## src/rtl/l2_pri_bank_arbiter.sv

```systemverilog
// Two-master arbiter and zero-fill sequencer for one private L2 SRAM bank.
// Optional macro L2_ARB_FIXED_PRIO_EN: master 0 always wins on conflict.
module l2_pri_bank_arbiter #(
  parameter int unsigned ADDR_WIDTH = 13,
  parameter int unsigned DATA_WIDTH = 32,
  parameter logic [31:0] BASE_ADDR  = 32'h1C00_0000,
  localparam int unsigned BE_WIDTH  = DATA_WIDTH / 8
) (
  input  logic                       clk_i,
  input  logic                       rst_i,
  input  logic                       init_en_i,
  output logic                       init_done_o,
  input  logic [1:0]                 m_req_i,
  input  logic [1:0][31:0]           m_add_i,
  input  logic [1:0]                 m_wen_i,
  input  logic [1:0][BE_WIDTH-1:0]   m_be_i,
  input  logic [1:0][DATA_WIDTH-1:0] m_wdata_i,
  output logic [1:0]                 m_gnt_o,
  output logic [1:0]                 m_r_valid_o,
  output logic [1:0][DATA_WIDTH-1:0] m_r_rdata_o,
  output logic                       bank_req_o,
  output logic [ADDR_WIDTH-1:0]      bank_add_o,
  output logic                       bank_wen_o,
  output logic [BE_WIDTH-1:0]        bank_be_o,
  output logic [DATA_WIDTH-1:0]      bank_wdata_o,
  input  logic [DATA_WIDTH-1:0]      bank_rdata_i
);

  typedef enum logic [1:0] {BOOT, SCRUB, RUN} state_t;

  // One extra bit so the compare against the last word never wraps.
  localparam logic [ADDR_WIDTH:0] SCRUB_LAST = {1'b0, {ADDR_WIDTH{1'b1}}};
  localparam logic [ADDR_WIDTH:0] SCRUB_ONE  = (ADDR_WIDTH+1)'(1);

  state_t                state_reg, state_next;
  logic [ADDR_WIDTH:0]   scrub_cnt_reg, scrub_cnt_next;
  logic                  rr_reg, rr_next;
  logic                  resp_valid_reg, resp_id_reg;
  logic                  sel;
  logic [31:0]           offset;
  logic                  unused_bits;

  always_ff @(posedge clk_i) begin
    if (rst_i) begin
      state_reg      <= BOOT;
      scrub_cnt_reg  <= '0;
      rr_reg         <= 1'b0;
      resp_valid_reg <= 1'b0;
      resp_id_reg    <= 1'b0;
    end else begin
      state_reg      <= state_next;
      scrub_cnt_reg  <= scrub_cnt_next;
      rr_reg         <= rr_next;
      resp_valid_reg <= |m_gnt_o;
      resp_id_reg    <= m_gnt_o[1];
    end
  end

  always_comb begin
    state_next     = state_reg;
    scrub_cnt_next = scrub_cnt_reg;
    case (state_reg)
      BOOT:  state_next = init_en_i ? SCRUB : RUN;
      SCRUB: begin
        scrub_cnt_next = scrub_cnt_reg + SCRUB_ONE;
        if (scrub_cnt_reg == SCRUB_LAST) state_next = RUN;
      end
      RUN:     state_next = RUN;
      default: state_next = BOOT;
    endcase
  end

  always_comb begin
    m_gnt_o = 2'b00;
    if (state_reg == RUN) begin
      case (m_req_i)
        2'b01:   m_gnt_o = 2'b01;
        2'b10:   m_gnt_o = 2'b10;
`ifdef L2_ARB_FIXED_PRIO_EN
        2'b11:   m_gnt_o = 2'b01;
`else
        2'b11:   m_gnt_o = rr_reg ? 2'b10 : 2'b01;
`endif
        default: m_gnt_o = 2'b00;
      endcase
    end
  end

`ifdef L2_ARB_FIXED_PRIO_EN
  assign rr_next = 1'b0;
`else
  // Point at the loser of the last grant; hold when idle.
  assign rr_next = m_gnt_o[0] ? 1'b1 : (m_gnt_o[1] ? 1'b0 : rr_reg);
`endif

  // Without a grant sel stays 0, so the bank sees master 0's signals.
  assign sel    = m_gnt_o[1];
  assign offset = m_add_i[sel] - BASE_ADDR;

  always_comb begin
    init_done_o  = (state_reg == RUN);
    bank_req_o   = 1'b0;
    bank_add_o   = offset[ADDR_WIDTH+1:2];
    bank_wen_o   = m_wen_i[sel];
    bank_be_o    = m_be_i[sel];
    bank_wdata_o = m_wdata_i[sel];
    case (state_reg)
      SCRUB: begin
        bank_req_o   = 1'b1;
        bank_add_o   = scrub_cnt_reg[ADDR_WIDTH-1:0];
        bank_wen_o   = 1'b0;
        bank_be_o    = '1;
        bank_wdata_o = '0;
      end
      RUN:     bank_req_o = |m_gnt_o;
      default: bank_req_o = 1'b0;
    endcase
  end

  genvar gi;
  generate
    for (gi = 0; gi < 2; gi++) begin : g_resp
      assign m_r_valid_o[gi] = resp_valid_reg && (resp_id_reg == 1'(gi));
      assign m_r_rdata_o[gi] = bank_rdata_i;
    end
  endgenerate

  assign unused_bits = ^{offset[31:ADDR_WIDTH+2], offset[1:0], rr_reg};

endmodule

```

## config.mk

```make
export PLATFORM = sky130hd
export DESIGN_NAME = l2_pri_bank_arbiter
export DESIGN_NICKNAME = d
export VERILOG_FILES = /design/src/rtl/l2_pri_bank_arbiter.sv
export SDC_FILE = /design/constraint.sdc
export NUM_CORES = 1
export LEC_CHECK = 0
export BUFFER_PORTS_ARGS = -buffer_cell sky130_fd_sc_hd__buf_2
export CAP_MARGIN = 20
export CELL_PAD_IN_SITES_DETAIL_PLACEMENT = 2
export CELL_PAD_IN_SITES_GLOBAL_PLACEMENT = 2
export CORE_ASPECT_RATIO = 2
export CORE_UTILIZATION = 13
export CTS_CLUSTER_SIZE = 28
export DETAILED_ROUTE_END_ITERATION = 16
export HOLD_SLACK_MARGIN = 0.02
export PLACE_DENSITY_LB_ADDON = 0.12
export SLEW_MARGIN = 20
export SYNTH_ARGS = -nofsm -noshare
export SYNTH_HDL_FRONTEND = slang
export SYNTH_SLANG_ARGS = --single-unit
```

## constraint.sdc

```tcl
create_clock -name clk_i -period 1.8 [get_ports clk_i]
set_input_delay 0.27 -clock clk_i [delete_from_list [all_inputs] [get_ports clk_i]]
set_output_delay 0.27 -clock clk_i [all_outputs]
set_load 0.01 [all_outputs]
```

== Word-level counts from Yosys, hierarchy flattened ==
Cells that the tools add are included.
W data, S select, Z words.

* Bits in registers: 19
* Bits in latches: 0
* RAM bits: 0
* ROM bits: 0
* Bits of input ports: 175
* Output and inout bits: 120
* Word-level logic and storage cells: 42
* Memories kept: 0

* Add/sub/neg operators: 2
* Multipliers: 0
* Div/mod/pow operators: 0
* $lt $le $gt $ge: 1
* Equal/unequal tests: 7
* Shift-type cells: 0
* Mux-type cells: 21
* Bitwise logic cells: 1
* Reduce and logical (&&, ||, !) cells: 5

{| class="wikitable"
|+ Operators by type and width
! cell !! number
|-
| $mux W32 || 3
|-
| $mux W15 || 2
|-
| $sub A15 B1 Y15 const B || 1
|-
| $add A14 B1 Y14 const B || 1
|-
| $eq A14 B13 Y1 const B || 1
|-
| $mux W13 || 1
|-
| $mux W4 || 3
|-
| $pmux W2 S3 || 2
|-
| $mux W2 || 4
|-
| $eq A2 B2 Y1 const B || 3
|-
| $mux W1 || 5
|-
| $eq A2 B1 Y1 const B || 2
|-
| $logic_and A1 B1 Y1 || 2
|-
| $logic_not A2 Y1 || 1
|-
| $lt A1 B2 Y1 const B || 1
|-
| $ne A2 B2 Y1 const B || 1
|-
| $pmux W1 S2 || 1
|-
| $reduce_bool A2 Y1 || 1
|-
| $reduce_or A2 Y1 || 1
|-
| $not A1 Y1 || 1
|}

== Logic depth before layout (Yosys ltp) ==
Gate-level depths: netlist of run 1.

* Word-level depth: 7
* Mapped depth: 8
* Mapped depth without buffers: 6

== Least setup slack after synthesis of run 1 ==
OpenSTA, ideal clock, no wires.

* Kind: register -> output
* Start: register state_reg[0]
* End: output port bank_wdata_o[10]
* Arrival: 1570 ps
* Data required time: 1530 ps
* Slack: -40 ps
* Cell stages (with the launch flop): 9
* Path buffers: 2
* Cell sequence: dfxtp_1 inv_1 ha_1 o211ai_2 inv_1 buf_2 buf_4 nand2_1 a21oi_1

* Word-level cells in the longest chain between the ends: 5
* Elaborated cells between the ends (all ways): 6
* Classes of those cells: 2 x eq/ne; 4 x mux

{| class="wikitable"
|+ Ends and longest elaborated chain
! what !! RTL line !! text
|-
| from (decl) || 35 || <nowiki>state_t state_reg, state_next;</nowiki>
|-
| from (signal assigned) || 51 || <nowiki>state_reg <= state_next;</nowiki>
|-
| $eq A2 B2 Y1 || n/a ||
|-
| named net init_done_o || 12 || <nowiki>output logic init_done_o,</nowiki>
|-
| $mux W2 || 75 || <nowiki>if (state_reg == RUN) begin</nowiki>
|-
| $mux W32 (not written as such) (2 in series) || 106 || <nowiki>bank_wdata_o = m_wdata_i[sel];</nowiki>
|-
| $mux W32 || 107 || <nowiki>case (state_reg)</nowiki>
|-
| to (decl) || 25 || <nowiki>output logic [DATA_WIDTH-1:0] bank_wdata_o,</nowiki>
|}

The timed path passes the listed nets, and every way through them passes these cells. The select of a mux whose other input is x is not followed.

== Worst setup path in the final report of run 1 ==
* Start: register state_reg[0]
* End: output port bank_wdata_o[8]

* Word-level cells in the longest chain between the ends: 5
* Elaborated cells between the ends (all ways): 6
* Classes of those cells: 2 x eq/ne; 4 x mux

{| class="wikitable"
|+ Ends and longest elaborated chain
! what !! RTL line
|-
| $eq A2 B2 Y1 || 75
|-
| $mux W2 || 75
|-
| $mux W32 (not written as such) (2 in series) || 106
|-
| $mux W32 (*) || 107
|}

Mark *: on every way between the ends. The rest lies on a longest branch, timed or not. The select of a mux whose other input is x is not followed.

==> impl_summary.log, run 1 <==
INFO  metric async_reset_ff_share = 0%
INFO  metric design.die.area = 18000 µm²
INFO  metric yosys.cell_types.count = 35
INFO  metric yosysWarnings = 0
INFO  metric cts_buffer_depth = 2
INFO  metric pleak = 1.76 nW
INFO  metric power_density = roughly 700 nW/µm²
INFO  metric finalWirelength = ~11000 µm
INFO  metric number_of_cells_produced_by_synthesis = around 330
INFO  metric worst_slew_margin_rel = a little under three quarters
INFO  metric crit_chain = inv_2 > ha_4 > o211ai_4 > inv_2 > buf_12 > buf_12 > nand2_1 > a21oi_1 > buf_2
INFO  metric initial_core_util = a little over an eighth
INFO  metric result_of_the_run = finished with violations
INFO  metric drt_initial_violations = 39
INFO  metric synth.area.top_cells = buf_4 (23%), dfxtp_1 (17%), nand2_1 (15%), a21oi_1 (7.9%), mux2i_1 (6.2%)
INFO  metric data_required_time_at_the_worst_endpoint = ~1.5 ns
INFO  metric yosys.area_share.simple = 26.6%
INFO  metric vdd.ir_drop.worst = approximately 0.3 mV
INFO  metric path_buf_inv = 5
INFO  metric synth_edf_count = 0
INFO  metric fraction_of_layout_cells_with_a_size_suffix_above_1 = between 50% and 60%
INFO  metric yosys_most_used_dff = dfxtp_1
INFO  metric timing.critical_path.slowest_cell_delay = 0.32 ns
INFO  metric final.setup_skew = 0.00227 ns
INFO  metric post_synth_xor_area_fraction = 4.25%
INFO  metric floorplan.rows = 68
INFO  metric largest_register_ffs = 14
INFO  metric start_kind = flop
INFO  metric dominant_combinational_cell_family_by_area_after_synthesis = buffers and inverters
INFO  metric sum_of_net_half_perimeters_after_detailed_placement = between 8000 and 9000 µm
INFO  metric synth.yosys.seq_area_share = 16.8%
INFO  metric cts_buffers = 3
INFO  metric first_global_vias = between 2k and 3k
INFO  metric area_growth = 56.5%
INFO  metric gp_routability_congestion = around 0.7
INFO  metric postSynthNetCount = about 510
INFO  metric crit_path_end_kind = output pin
INFO  metric worst_pin_slew = about 0.44 ns
INFO  metric timing_worst_setup_path_type = reg2out
INFO  metric average_size_of_a_mapped_cell = about 6.8 µm²
INFO  metric drc = 0
INFO  metric tritoncts = yes
INFO  metric hold_path_class = in2reg
INFO  metric die_width = roughly 95 µm
INFO  metric period_needed = ~1.9 ns
INFO  metric yosys.area.top_type_share = between 20% and 30%
INFO  metric detailroute.via_count = about 2.6k
INFO  metric violations = setup timing
INFO  metric ys_top_cells_by_count = nand2_1 (92), buf_4 (69), a21oi_1 (36)
INFO  metric grt_overflow_total = 0
INFO  metric worst-path-max-fanout = 7
INFO  metric fin_nets = 626
INFO  metric synth_most_common_cell = nand2_1
INFO  metric clock_tree.root_cell = clkbuf_16
INFO  metric cts_max_level = 1
INFO  metric clk_pin_slew = roughly 0.060 ns
INFO  metric detail-route-antenna-nets = 0
INFO  metric cts_sinks = 19
INFO  metric cp_data_arrival_time = between 1.5 and 2 ns
INFO  metric io-pin-count = approximately 300
INFO  metric hold_violations = 0
INFO  metric coreArea = 17200 µm²
INFO  metric final-setup-viol-count = 46
INFO  metric grt_pass1_wl = 15000 µm
INFO  metric slew_violations = 0
INFO  metric fmaxAchievable = ~520 MHz
INFO  metric firstDrtPassIters = 5
INFO  metric synth_mux_area_share = between 6 and 7%
INFO  metric synth_seq_cells = 19
INFO  metric drt-vias-per-instance = about 4.0
INFO  metric design_area = approximately 3600 µm²
INFO  metric synth_compound_gate_area_share = between 10% and 20%
INFO  metric placed_area = approximately 3000 µm²
INFO  metric die_h = about 190 µm
INFO  metric netlist_area = 2270 µm²
INFO  metric io_buffers = between 150 and 200
INFO  metric setup_ws = -0.132 ns
INFO  metric cell_type_with_the_highest_aggregate_area_in_the_netlist = buf_4
INFO  metric avgRoutedWirePerCell = roughly 16 µm
INFO  metric clock_latency = 0.26 ns
INFO  metric layout_worst_path_cycle_share = 107%
INFO  metric fin_worst_hold_slack = 0.301 ns
INFO  metric rsz0062_at_grt = true
INFO  metric grt_start_max_net_pins = 24
INFO  metric crit_family = buffers and inverters
INFO  metric cts_hold_repair.buffers = 0
INFO  metric timing.max_cap.violations = 0
INFO  metric grt_antenna_before_repair = 1
INFO  metric cpMaxStageDelayCell = dfxtp_2
INFO  metric all_layer_global_routing_usage = between 10 and 15%
INFO  metric synthAdderAreaFrac = under 10%
worst paths after layout:
kind / from / endpoint / slack [ns] / depth (start not counted)
worst min register to register: scrub_cnt_reg[13] / scrub_cnt_reg[13] / 0.52 / 2
worst max-delay path: state_reg[0] / bank_wdata_o[8] / -0.13 / 9
worst max register to register: scrub_cnt_reg[1] / state_reg[1] / 0.15 / 5
worst min-delay path: init_en_i / state_reg[0] / 0.30 / 3
what timing repair did:
action,CTS,global route
resized for setup,75,34
pin swaps,33,26
cloned,3,1
buffers inserted,3,4
endpoints found under the setup margin,52,50
tightest hold or removal path: cells and delay by family:
kind | cells | cell delay, ns
AO/OA/AOI/OAI | 1 | 0.07
buffers and inverters | 1 | 0.10
AND/OR/NAND/NOR | 1 | 0.08
power by group:
group / internal, mW / switching (mW)
registers: 0.451 / 0.0240
logic: 0.746 / 0.800
clock network: 0.303 / 0.180
total: 1.50 / 1.00
stage by stage:
stage / TNS [ns] / total power, mW / utilization (%) / setup WS [ns] / instances
2_1_floorplan: 0 / 1.26 / - / 0.0294 / 332
3_3_place_gp: -0.138 / 1.76 / 17.5 / -0.0907 / 645
3_5_place_dp: -0.268 / 1.80 / 17.5 / -0.142 / 645
4_1_cts: -5.48 / 2.50 / 19.8 / -0.178 / 651
5_1_grt: -7.86 / 2.69 / 20.7 / -0.228 / 656
6_report: -3.34 / 2.50 / 20.7 / -0.132 / 656
final cells by class:
class,instances,area (µm²)
Inverter,5,18.8
Multi-Input combinational cell,223,1540
Tap cell,210,263
Antenna cell,1,2.50
Timing Repair Buffer,194,1260
Sequential cell,19,383
Clock buffer,4,78.8
Fill cell,2085,13600
layout by cell type (no fill, tap or decap), drive strengths merged, types with 5 or more instances in the layout:
cell	count
a21oi	36
clkbuf	5
o21ai	14
nand2	92
ha	5
xnor2	7
dfxtp	19
buf	193
nor2	15
inv	5
mux2i	14
per-layer routing:
metal,wire length (µm),global-route usage [%],share of wire [%],vias to the layer above
met5,0,0,0,-
met4,419,5.68,3.9,0
met3,818,1.82,7.7,30
met2,6130,23.0,58,96
met1,3270,9.06,31,1227
li1,-,-,-,1248
kinds of logic (layout without fill, tap and decap cells):
logic type | after synthesis | count (layout)
flip-flops | 19 | 19
multiplexers | 15 | 15
buffers and inverters | 90 | 203
XOR/XNOR | 11 | 11
AND/OR/NAND/NOR | 134 | 134
other | 0 | 1
adder cells (fa/ha/maj) | 5 | 5
AO/OA/AOI/OAI | 58 | 58
(Power assumes the default switching activity.)
==> run 2, diff against run 1 <==
--- a/config.mk
+++ b/config.mk
@@ -12,5 +12,5 @@
 export CORE_ASPECT_RATIO = 2
 export CORE_UTILIZATION = 13
-export CTS_CLUSTER_SIZE = 28
+export CTS_CLUSTER_SIZE = 10
 export DETAILED_ROUTE_END_ITERATION = 16
 export HOLD_SLACK_MARGIN = 0.02
==> constraint.sdc (replaced) <==
create_clock -name clk_i -period 2 [get_ports clk_i]
set_input_delay 0 -clock clk_i [delete_from_list [all_inputs] [get_ports clk_i]]
set_output_delay 0 -clock clk_i [all_outputs]
set_load 0.01 [all_outputs]
==> impl_summary.log, run 2 (synthesized netlist as in run 1, its figures left out) <==
INFO  metric design_area = 3340 µm² (-5.8%)
INFO  metric detailroute.via_count = 2685 (+3.2%)
INFO  metric slew_violations = 0 (unchanged)
INFO  metric result_of_the_run = finished, final reports clean
INFO  metric cts_buffers = 3 (unchanged)
INFO  metric vdd.ir_drop.worst = 0.338 mV (+11%)
INFO  metric all_layer_global_routing_usage = 10.7% (-0.29 points)
INFO  metric fin_nets = 643 (+2.7%)
INFO  metric coreArea = 17200 µm² (unchanged)
INFO  metric initial_core_util = 13.2% (unchanged)
INFO  metric fmaxAchievable = between 500 and 600 MHz
INFO  metric clkPwrFrac = 20.8% (+1.5 points)
INFO  metric worst_pin_slew = 0.436 ns (-0.000516 ns)
INFO  metric drt_initial_violations = 38 (-2.6%)
INFO  metric switching_share = 40.8% (+0.73 points)
INFO  metric clk_pin_slew = 0.06 ns (about the same)
INFO  metric clock_tree.root_cell = clkbuf_16
INFO  metric gp_routability_congestion = 0.698 (-0.50%)
INFO  metric io_buffers = 160 (unchanged)
INFO  metric final.fill_count = 2084 (-0.048%)
INFO  metric grt_overflow_total = 0 (unchanged)
INFO  metric largest_register_ffs = 14 (unchanged)
INFO  metric timing_worst_setup_path_type = reg2out
INFO  metric fin_worst_hold_slack = 0.0241 ns (-0.277 ns)
INFO  metric die_width = 95.4 µm (unchanged)
INFO  metric drc = 0 (unchanged)
INFO  metric final.setup_skew = 0.00237 ns (+0.000100 ns)
INFO  metric fraction_of_layout_cells_with_a_size_suffix_above_1 = 41.3% (-18 points)
INFO  metric grt_pass1_wl = 14600 µm (-2.1%)
INFO  metric firstDrtPassIters = 4 (-1)
INFO  metric layout.cells.most_common_list = buf_2 (160), nand2_1 (92), a21oi_1 (36)
INFO  metric placed_area = 2840 µm² (-5.2%)
INFO  metric io-pin-count = 295 (unchanged)
INFO  metric num_antenna_cells = 0 (-1)
INFO  metric power_density = 610 nW/µm² (-14%)
INFO  metric period_needed = approximately 1.8 ns
INFO  metric seqCellArea = 380 µm² (-0.65%)
INFO  metric cts_buffer_depth = 2 (unchanged)
INFO  metric cts_sinks = 19 (unchanged)
INFO  metric finalPower = 2.04 mW (-19%)
INFO  metric final_non_filler_cell_total = 672 (+2.4%)
INFO  metric sequentialPowerShare = 21.0% (+2.0 points)
INFO  metric grt_start_max_net_pins = 64 (+170%)
INFO  metric finalSetupTns = 0 ns (+3.34 ns)
INFO  metric die_h = 189 µm (unchanged)
INFO  metric worst_slew_margin_rel = 70.9% (about the same)
INFO  metric clock_latency = 0.25 ns (about the same)
INFO  metric worst-path-max-fanout = 8 (+1)
INFO  metric place_ws = 0.135 ns (+0.277 ns)
INFO  metric hold_path_class = in2reg
INFO  metric sum_of_net_half_perimeters_after_detailed_placement = 7990 µm (-5.8%)
INFO  metric final-setup-viol-count = 0 (-100%)
INFO  metric first_global_vias = 2677 (-5.4%)
INFO  metric floorplan.rows = 68 (unchanged)
INFO  metric avgRoutedWirePerCell = 15.3 µm (-5.5%)
INFO  metric grt_antenna_before_repair = 0 (-1)
INFO  metric pleak = 1.65 nW (-6.1%)
INFO  metric area_growth = 47.4%
INFO  metric crit_path_end_kind = output pin
INFO  metric layout_worst_path_cycle_share = slightly above 90%
INFO  metric utilization = 19.5% (-1.2 points)
INFO  metric internal-power = 1.21 mW (-20%)
INFO  metric timing.max_cap.violations = 0 (unchanged)
INFO  metric rsz0062_at_grt = false
INFO  metric hold_violations = 0 (unchanged)
INFO  metric setup_ws = 0.186 ns (+0.318 ns)
INFO  metric start_kind = flop
INFO  metric finalWirelength = 10300 µm (-3.2%)
INFO  metric netSwitchingPower = 832 µW (-17%)
INFO  metric mostFrequentLayoutCell = buf_2
INFO  metric power.combinational.fraction = 58.3% (-3.4 points)
INFO  metric detail-route-antenna-nets = 0 (unchanged)
INFO  metric data_required_time_at_the_worst_endpoint = 2.00 ns (+0.47 ns)
INFO  metric multi_input_area = 1270 µm² (-17%)
INFO  metric dp.cells = 628 (-2.6%)
INFO  metric design.die.area = 18000 µm² (unchanged)
INFO  metric cts_max_level = 1 (unchanged)
INFO  metric tritoncts = yes
INFO  metric drt-vias-per-instance = 4.00 (+0.77%)
INFO  metric cp_data_arrival_time = 1.81 ns (+0.15 ns)
-- run 2: cell count changes in the layout (fill, tap and decap cells not counted), moves of 5 or more --
cell           previous run  this run
nand2_1                  61        92
nand2_2                  17         0
a21oi_2                  18         0
a21oi_1                  17        36
buf_4                    19        13
buf_12                    8         3
o21ai_0                   6        14
dlygate4sd3_1             0        33
o21ai_1                   5         0
buf_2                   155       160
buf_6                     8         0
nand2_4                  14         0
-- run 2: area by class of cell --
cell class | instances | share of cell area (%)
repair buffers | 211 | 39.7
multi-input cells | 223 | 38.1
flip-flops and latches | 19 | 11.4
well taps | 210 | 7.86
clock buffers | 4 | 2.36
inverters | 5 | 0.561
-- run 2: path summary, 6_finish.rpt --
path,endpoint,slack (ns),depth (start not counted),start
hold reg to reg,scrub_cnt_reg[13],0.53,2,scrub_cnt_reg[13]
setup / recovery,bank_add_o[10],0.19,8,state_reg[0]
setup reg to reg,scrub_cnt_reg[12],0.32,6,state_reg[1]
hold / removal,rr_reg,0.02,2,m_req_i[1]
-- run 2: per-layer routing --
metal	global-route usage, %	part of all wire (%)	wire length (µm)	vias up
li1	-	-	-	1283
met1	9.50	30	3130	1244
met2	23.0	59	6120	149
met3	1.90	9.0	921	9
met4	2.64	1.1	113	0
met5	0	0	0	-
-- run 2: critical path, stage by stage, from the launching register on --
cell,delay [ns]
dfxtp_1,0.38
inv_2,0.08
ha_4,0.19
o211ai_4,0.18
buf_4,0.19
mux2i_1,0.17
o21ai_0,0.09
buf_4,0.14
buf_2,0.15
-- run 2: timing repair --
item,4_1_cts,5_1_grt
cloned,0,1
hold endpoints to repair,65,0
hold buffers,33,0
resized for setup,3,3
setup buffers,0,6
setup endpoints to repair,40,26
pin swaps,1,1
-- run 2: power groups by stage --
| stage | Sequential, mW | Combinational [mW] | Clock (mW) |
|---|---|---|---|
| after floorplan | 0.430 | 0.703 | 0 |
| after global placement | 0.431 | 1.06 | 0 |
| after detailed placement | 0.432 | 1.08 | 0 |
| after CTS | 0.427 | 1.19 | 0.449 |
| after global routing | 0.432 | 1.32 | 0.466 |
| final | 0.427 | 1.19 | 0.423 |
